--- src/rtl/fsmc_mem_arbiter.sv ---
// ---------------------------------------------------------------------------
// fsmc_mem_arbiter
//
// Arbiter for the shared single-port text/pixel RAM. Each RAM cycle goes to
// either the VGA fetch side or the FSMC host side. Video has priority.
// A host RAM op that has been refused MAX_WAIT cycles in a row is forced
// through ahead of video. The arbiter also owns the host auto-increment
// index pointer. It steers the registered RAM read data back to whichever
// requester issued the read one cycle earlier.
//
// Optional build macro: ARB_STATS_EN adds two saturating 16-bit stall/force
// counters as extra outputs. Arbitration is the same with or without it.
//
// Ports:
//   clk_i, reset_i        system clock, synchronous active-high reset
//   host_valid_i          host op present this cycle
//   host_op_i             00 load index, 01 write, 10 read, 11 no-op
//   host_wdata_i          write data; [AW-1:0] is the new index for op 00
//   host_ready_o          op accepted when host_valid_i && host_ready_o
//   host_rvalid_o         host read data valid (one cycle after issue)
//   host_rdata_o          host read data
//   index_o               current host index
//   vid_req_i/vid_addr_i  video fetch request and address
//   vid_grant_o           video request issued to RAM this cycle
//   vid_rvalid_o          video read data valid (one cycle after grant)
//   vid_rdata_o           video read data
//   ram_addr_o            RAM address (combinational from grant)
//   ram_we_o, ram_wdata_o RAM write enable and data
//   ram_rdata_i           RAM read data, 1-cycle registered latency
//   host_stall_cnt_o      [ARB_STATS_EN] refused host RAM-op cycles
//   force_cnt_o           [ARB_STATS_EN] host grants forced past video
// ---------------------------------------------------------------------------
module fsmc_mem_arbiter #(
    parameter int unsigned AW       = 10,
    parameter int unsigned DW       = 16,
    parameter int unsigned MAX_WAIT = 3
) (
    input  logic          clk_i,
    input  logic          reset_i,
    input  logic          host_valid_i,
    input  logic [1:0]    host_op_i,
    input  logic [DW-1:0] host_wdata_i,
    output logic          host_ready_o,
    output logic          host_rvalid_o,
    output logic [DW-1:0] host_rdata_o,
    output logic [AW-1:0] index_o,
    input  logic          vid_req_i,
    input  logic [AW-1:0] vid_addr_i,
    output logic          vid_grant_o,
    output logic          vid_rvalid_o,
    output logic [DW-1:0] vid_rdata_o,
    output logic [AW-1:0] ram_addr_o,
    output logic          ram_we_o,
    output logic [DW-1:0] ram_wdata_o,
    input  logic [DW-1:0] ram_rdata_i
`ifdef ARB_STATS_EN
    ,
    output logic [15:0]   host_stall_cnt_o,
    output logic [15:0]   force_cnt_o
`endif
);

    typedef enum logic [1:0] {
        OP_LOAD  = 2'b00,
        OP_WRITE = 2'b01,
        OP_READ  = 2'b10,
        OP_NOP   = 2'b11
    } host_op_e;

    // Records who owns the read data that comes back on the next cycle.
    typedef enum logic [1:0] {
        TAG_NONE = 2'b00,
        TAG_HOST = 2'b01,
        TAG_VID  = 2'b10
    } tag_e;

    localparam logic [3:0] MAX_WAIT_C = 4'(MAX_WAIT);

    logic [AW-1:0] index_q, index_d;
    logic [3:0]    wait_q,  wait_d;
    tag_e          tag_q,   tag_d;

    logic op_is_ram;
    logic host_ram_op;
    logic host_win;
    logic vid_win;

    always_ff @(posedge clk_i) begin
        if (reset_i) begin
            index_q <= '0;
            wait_q  <= '0;
            tag_q   <= TAG_NONE;
        end else begin
            index_q <= index_d;
            wait_q  <= wait_d;
            tag_q   <= tag_d;
        end
    end

    always_comb begin
        op_is_ram   = (host_op_i == OP_WRITE) || (host_op_i == OP_READ);
        host_ram_op = host_valid_i && op_is_ram;

        // The host takes the RAM when video is idle. Once the host has been
        // refused MAX_WAIT cycles in a row, it takes the RAM ahead of video.
        host_win = !reset_i && host_ram_op && (!vid_req_i || (wait_q == MAX_WAIT_C));
        vid_win  = !reset_i && vid_req_i && !host_win;

        host_ready_o = !reset_i && (op_is_ram ? host_win : 1'b1);
        vid_grant_o  = vid_win;

        ram_addr_o  = vid_win ? vid_addr_i : index_q;
        ram_we_o    = host_win && (host_op_i == OP_WRITE);
        ram_wdata_o = host_wdata_i;

        index_d = index_q;
        if (host_valid_i && (host_op_i == OP_LOAD)) begin
            index_d = host_wdata_i[AW-1:0];
        end else if (host_win) begin
            index_d = index_q + 1'b1;
        end

        wait_d = '0;
        if (host_ram_op && !host_win) begin
            wait_d = (wait_q == MAX_WAIT_C) ? wait_q : wait_q + 4'd1;
        end

        tag_d = TAG_NONE;
        if (host_win && (host_op_i == OP_READ)) begin
            tag_d = TAG_HOST;
        end else if (vid_win) begin
            tag_d = TAG_VID;
        end

        // Gating with reset drops a response whose return cycle is being reset.
        host_rvalid_o = !reset_i && (tag_q == TAG_HOST);
        vid_rvalid_o  = !reset_i && (tag_q == TAG_VID);
        host_rdata_o  = ram_rdata_i;
        vid_rdata_o   = ram_rdata_i;
        index_o       = index_q;
    end

`ifdef ARB_STATS_EN
    logic [15:0] stall_q;
    logic [15:0] force_q;

    always_ff @(posedge clk_i) begin
        if (reset_i) begin
            stall_q <= '0;
            force_q <= '0;
        end else begin
            if (host_ram_op && !host_win && (stall_q != '1)) begin
                stall_q <= stall_q + 16'd1;
            end
            if (host_win && vid_req_i && (force_q != '1)) begin
                force_q <= force_q + 16'd1;
            end
        end
    end

    assign host_stall_cnt_o = stall_q;
    assign force_cnt_o      = force_q;
`endif

endmodule

--- config.mk ---
export PLATFORM = sky130hd
export DESIGN_NAME = fsmc_mem_arbiter
export DESIGN_NICKNAME = d
export VERILOG_FILES = /design/src/rtl/fsmc_mem_arbiter.sv
export SDC_FILE = /design/constraint.sdc
export NUM_CORES = 1
export LEC_CHECK = 0
export BUFFER_PORTS_ARGS = -buffer_cell sky130_fd_sc_hd__buf_2
export CAP_MARGIN = 20
export CORE_ASPECT_RATIO = 1.25
export CORE_MARGIN = 1.5
export CORE_UTILIZATION = 30
export CTS_CLUSTER_DIAMETER = 120
export DETAILED_ROUTE_END_ITERATION = 7
export PLACE_DENSITY = 0.66
export SYNTH_ARGS = -nofsm -noshare
export SYNTH_HDL_FRONTEND = slang
export SYNTH_SLANG_ARGS = --single-unit
--- constraint.sdc ---
create_clock -name clk_i -period 5.6 [get_ports clk_i]
set_clock_uncertainty 0.05 [all_clocks]
set_input_delay 0.28 -clock clk_i [delete_from_list [all_inputs] [get_ports clk_i]]
set_output_delay 0.28 -clock clk_i [all_outputs]
set_load 0.01 [all_outputs]
======== After elaboration in Yosys (flattened, before gate mapping) ========
Cells that the tools add are included.
cells by class
  reduce and logical (&&, ||, !) cells .... 21
  equal/unequal tests ..................... 5
  mux-type cells .......................... 6
  add/sub/neg operators ................... 2
  bitwise gates (word level) .............. 1
operator list
  kind                                                                   number
  10-bit 2-to-1 mux                                                      3
  1-bit logical AND                                                      12
  10-bit by 1-bit adder with 10-bit output, second input constant        1
  4-bit by 1-bit adder with 4-bit output, second input constant          1
  2-bit by 1-bit equality test with 1-bit output, second input constant  2
  2-bit equality test, second input constant                             2
  4-bit by 2-bit equality test with 1-bit output, second input constant  1
  2-bit OR reduction                                                     2
  1-bit zero test                                                        3
  2-bit zero test                                                        1
  1-bit logical OR                                                       2
  1-bit 2-to-1 mux                                                       2
  2-bit 2-to-1 mux                                                       1
  2-bit nonzero test                                                     1
  1-bit inverter                                                         1
word-level totals
  flip-flop bits (word level) ............. 16
  bits of input ports ..................... 48

======== Logic depth before layout (Yosys ltp) ========
  word-level depth ........................ 9
  depth in mapped cells ................... 7

======== Least setup slack after synthesis ========
Ideal clock, no wire load.
  path type ............................... reg-to-output
  start ................................... reg wait_q[0]
  end ..................................... out ram_addr_o[0]
  data required time ...................... 5.270 ns
  buffers on the path ..................... 2
  path slack .............................. 3.380 ns
  arrival ................................. 1.890 ns
  stages on the path, launching flop included .. 8
  path through ............................ dfxtp_1 > ha_1 > or3b_1 > buf_6 > a21oi_2 > nor3b_1 > buf_2 > mux2_2
between the ends
  word-level cells in the longest chain between the ends .. 6
ends and longest elaborated chain
  what                                            line  source
  start, declared                                 80    logic [3:0] wait_q, wait_d;
  start signal, assigned                          95    wait_q <= wait_d;
  4-bit by 2-bit equality test with 1-bit output  106   host_win = !reset_i && host_ram_op && (!vid_req_i || (wait_q == MAX_WAIT_C));
  1-bit logical OR                                106
  1-bit logical AND                               106
  1-bit zero test                                 107   vid_win = !reset_i && vid_req_i && !host_win;
  1-bit logical AND                               107
  net vid_grant_o                                 49    output logic vid_grant_o,
  10-bit 2-to-1 mux                               112   ram_addr_o = vid_win ? vid_addr_i : index_q;
  end, declared                                   52    output logic [AW-1:0] ram_addr_o,
The timed path passes the listed nets, and every way through them passes these cells.

======== Final worst setup path ========
  start ................................... reg wait_q[0]
  end ..................................... out ram_addr_o[9]
between the ends
  word-level cells in the longest chain between the ends .. 6
ends and longest elaborated chain
  what                                            line
  4-bit by 2-bit equality test with 1-bit output  106
  1-bit logical OR                                106
  1-bit logical AND                               106
  1-bit zero test                                 107
  1-bit logical AND                               107
  10-bit 2-to-1 mux                               112
Every way passes these cells.

==> results_dict.tcl <==
set metrics [dict create \
    netlist_area_um2 1380 \
    syn_inst 161 \
    dp_slack_ns 3.17 \
    cts_tree "yes" \
    synth_area_per_cell_um2 8.54 \
    synth_xor_area_share_pct 4.46 \
    totalWireLength_um 2820 \
    clockBufferDepth 2 \
    ios 121 \
    worst_slew_margin_rel_pct 57.8 \
    synth_top_area_share_pct 26.2 \
    start_util_pct 31.3 \
    rsz0062_at_grt "no" \
    area_growth_pct 1.09 \
    clk_latency_ns 0.25 \
    drv_slew 0 \
    synth_top_family_by_area "buffers and inverters" \
    holdWs_ns 0.271 \
    hold_class "in -> reg" \
    die_x_um 63.6 \
    critPathBufInv 2 \
    rows 27 \
    async_flop_share_pct 0 \
    ys_types 33 \
    grt_pass1_vias 1047 \
    synth-edff-count 0 \
    cp_cell_sequence "ha_1, or3b_1, a21oi_2, nor3b_1, buf_4, mux2_2, buf_2" \
    ys_ff_latch 16 \
    crit_family "simple AND/OR/NAND/NOR gates" \
    critPathRequiredTime_ns 5.27 \
    crit_path_max_incr_delay_ns 0.48 \
    crit_path_max_fanout 11 \
    finalCritPeriodShare_pct 48.5 \
    setup_viol 0 \
    crit_slowest_cell "or3b_1" \
    startpoint_type "flop" \
    core-area_um2 4390 \
    syn_nets 214 \
    crit_type "reg -> out" \
    p_leak_nw 0.628 \
    synth_ff_type "dfxtp_1" \
    post_cts_buffers 0 \
    worst_slew_pin_slew_ns 0.632 \
    synth_area_leaders "buf_4 (26%), dfxtp_1 (23%), mux2_2 (8.2%)" \
    antenna_found_initial 0 \
    status "finished clean" \
    p_total_mw 0.287 \
    dr_total_vias 1042 \
    yosysSeqAreaShare_pct 23.3 \
    ir_drop_mv 0.0744 \
    htree_levels 1 \
    cts.sinks 16 \
    grt_max_degree 21 \
    holdBufCountCts 0 \
    cts_resized 0 \
    n_antenna_cell 0 \
    synth_top_cell_by_area "buf_4" \
    grtUsageTotal_pct 11.6 \
    synthMuxAreaShare_pct 8.92 \
    vias_per_cell 4.55 \
    gp_congestion 0.705 \
    drtIter0Drc 25 \
    ant_nets 0 \
    clk_pin_slew_worst_paths_ns 0.07 \
    yosys.area_share.simple_pct 14.0 \
    drive_gt1_share_pct 45.0 \
    synth-compound-area-share_pct 12.0 \
    synthTopCellsByCount "buf_4 (48), dfxtp_1 (16), nor2_1 (15)" \
    nets 225 \
    dr.pass1.iters 4 \
    avgRoutedWirePerCell_um 12.3 \
    report.final.hold_viol_count 0 \
    portBuffers 60 \
    p_per_area_nw_per_um2 207 \
    crit_arrival_ns 2.39 \
    drc 0 \
    maxCapViolCount 0 \
    setup_tns_ns 0 \
    overflow 0 \
    dieHeight_um 78.7 \
    max_freq_mhz 368 \
    dieArea_um2 5000 \
    synth_most_common_cell "buf_4" \
    ctsRootBufferMaster "clkbuf_8" \
    fin_ws_ns 2.88 \
    place_hpwl_um 2210 \
    grt_pass1_wl_um 4650 \
    synthAdderAreaFrac_pct 4.55 \
    yosys_warnings 0 \
    cts_buffers 3 \
    finalWorstPathRequiredPeriod_ns 2.72 \
    endpoint_kind "primary output" \
]
[cell type report]
class                           instances  area (um^2)
Sequential cell                        16          320
Multi-Input combinational cell         82          604
Tap cell                               58         72.6
Clock buffer                            4         55.1
Inverter                                8         30.0
Fill cell                             483         3000
Timing Repair Buffer                   61          308
[sequential cells by signal, summed over array words and instances, names as in the netlist]
name	cells
index_o	10
tag_q	2
wait_q	4
[per-layer routing]
layer	vias up	part of all wire, %	track usage (%)
met2	42	47	18.9
met4	0	2.7	8.48
met3	13	11	3.26
met5	-	0	0
met1	461	40	12.7
li1	526	-	-
[cell usage in the layout, fill, tap and decap left out, types with 3 or more instances in the layout]
| cell | synthesis | layout |
|---|---|---|
| buf_2 | 1 | 60 |
| dfxtp_1 | 16 | 16 |
| nor2_1 | 15 | 15 |
| mux2_2 | 10 | 10 |
| a211oi_1 | 9 | 9 |
| inv_1 | 8 | 8 |
| nand3_1 | 7 | 7 |
| xnor2_1 | 6 | 6 |
| ha_1 | 5 | 5 |
| nor3b_1 | 4 | 4 |
| a311oi_1 | 4 | 4 |
| clkbuf_8 | 0 | 4 |
| nand2_1 | 3 | 3 |
[worst register-to-register path, stage by stage (launching register included)]
cell and delay (ns):
dfxtp_1 0.36, ha_1 0.19, or3b_1 0.48, a211o_1 0.38, or4_1 0.40, a311oi_1 0.24
[report_power, final]
part           internal [mW]  switching [mW]
Combinational         0.0293          0.0299
Clock                 0.0624          0.0407
Sequential             0.119         0.00640
Total                  0.210          0.0770
[path summary, 6_finish.rpt]
path / start / to / slack (ns) / cells past startpoint
worst max-delay path: wait_q[0] / ram_addr_o[9] / 2.88 / 7
worst min-delay path: host_wdata_i[5] / index_o[5] / 0.27 / 3
worst min register to register: wait_q[0] / wait_q[0] / 0.40 / 1
worst max register to register: wait_q[0] / index_o[8] / 3.41 / 5
[metrics by stage]
stage | cells | area [um^2] | util [%]
6_report | 229 | 1390 | 31.7
5_1_grt | 229 | 1390 | 31.7
4_1_cts | 229 | 1390 | 31.7
3_5_place_dp | 225 | 1340 | 30.4
3_3_place_gp | 225 | 1340 | 30.4
2_1_floorplan | 161 | 1380 | -
[cells by family (layout without fill, tap and decap cells)]
group / Yosys count / in the layout
compound gates: 21 / 21
simple gates: 38 / 38
mux: 11 / 11
fa+ha+maj: 5 / 5
xor+xnor: 7 / 7
flops: 16 / 16
buf+inv: 63 / 73
No activity file was read; power rests on OpenSTA's default activity.
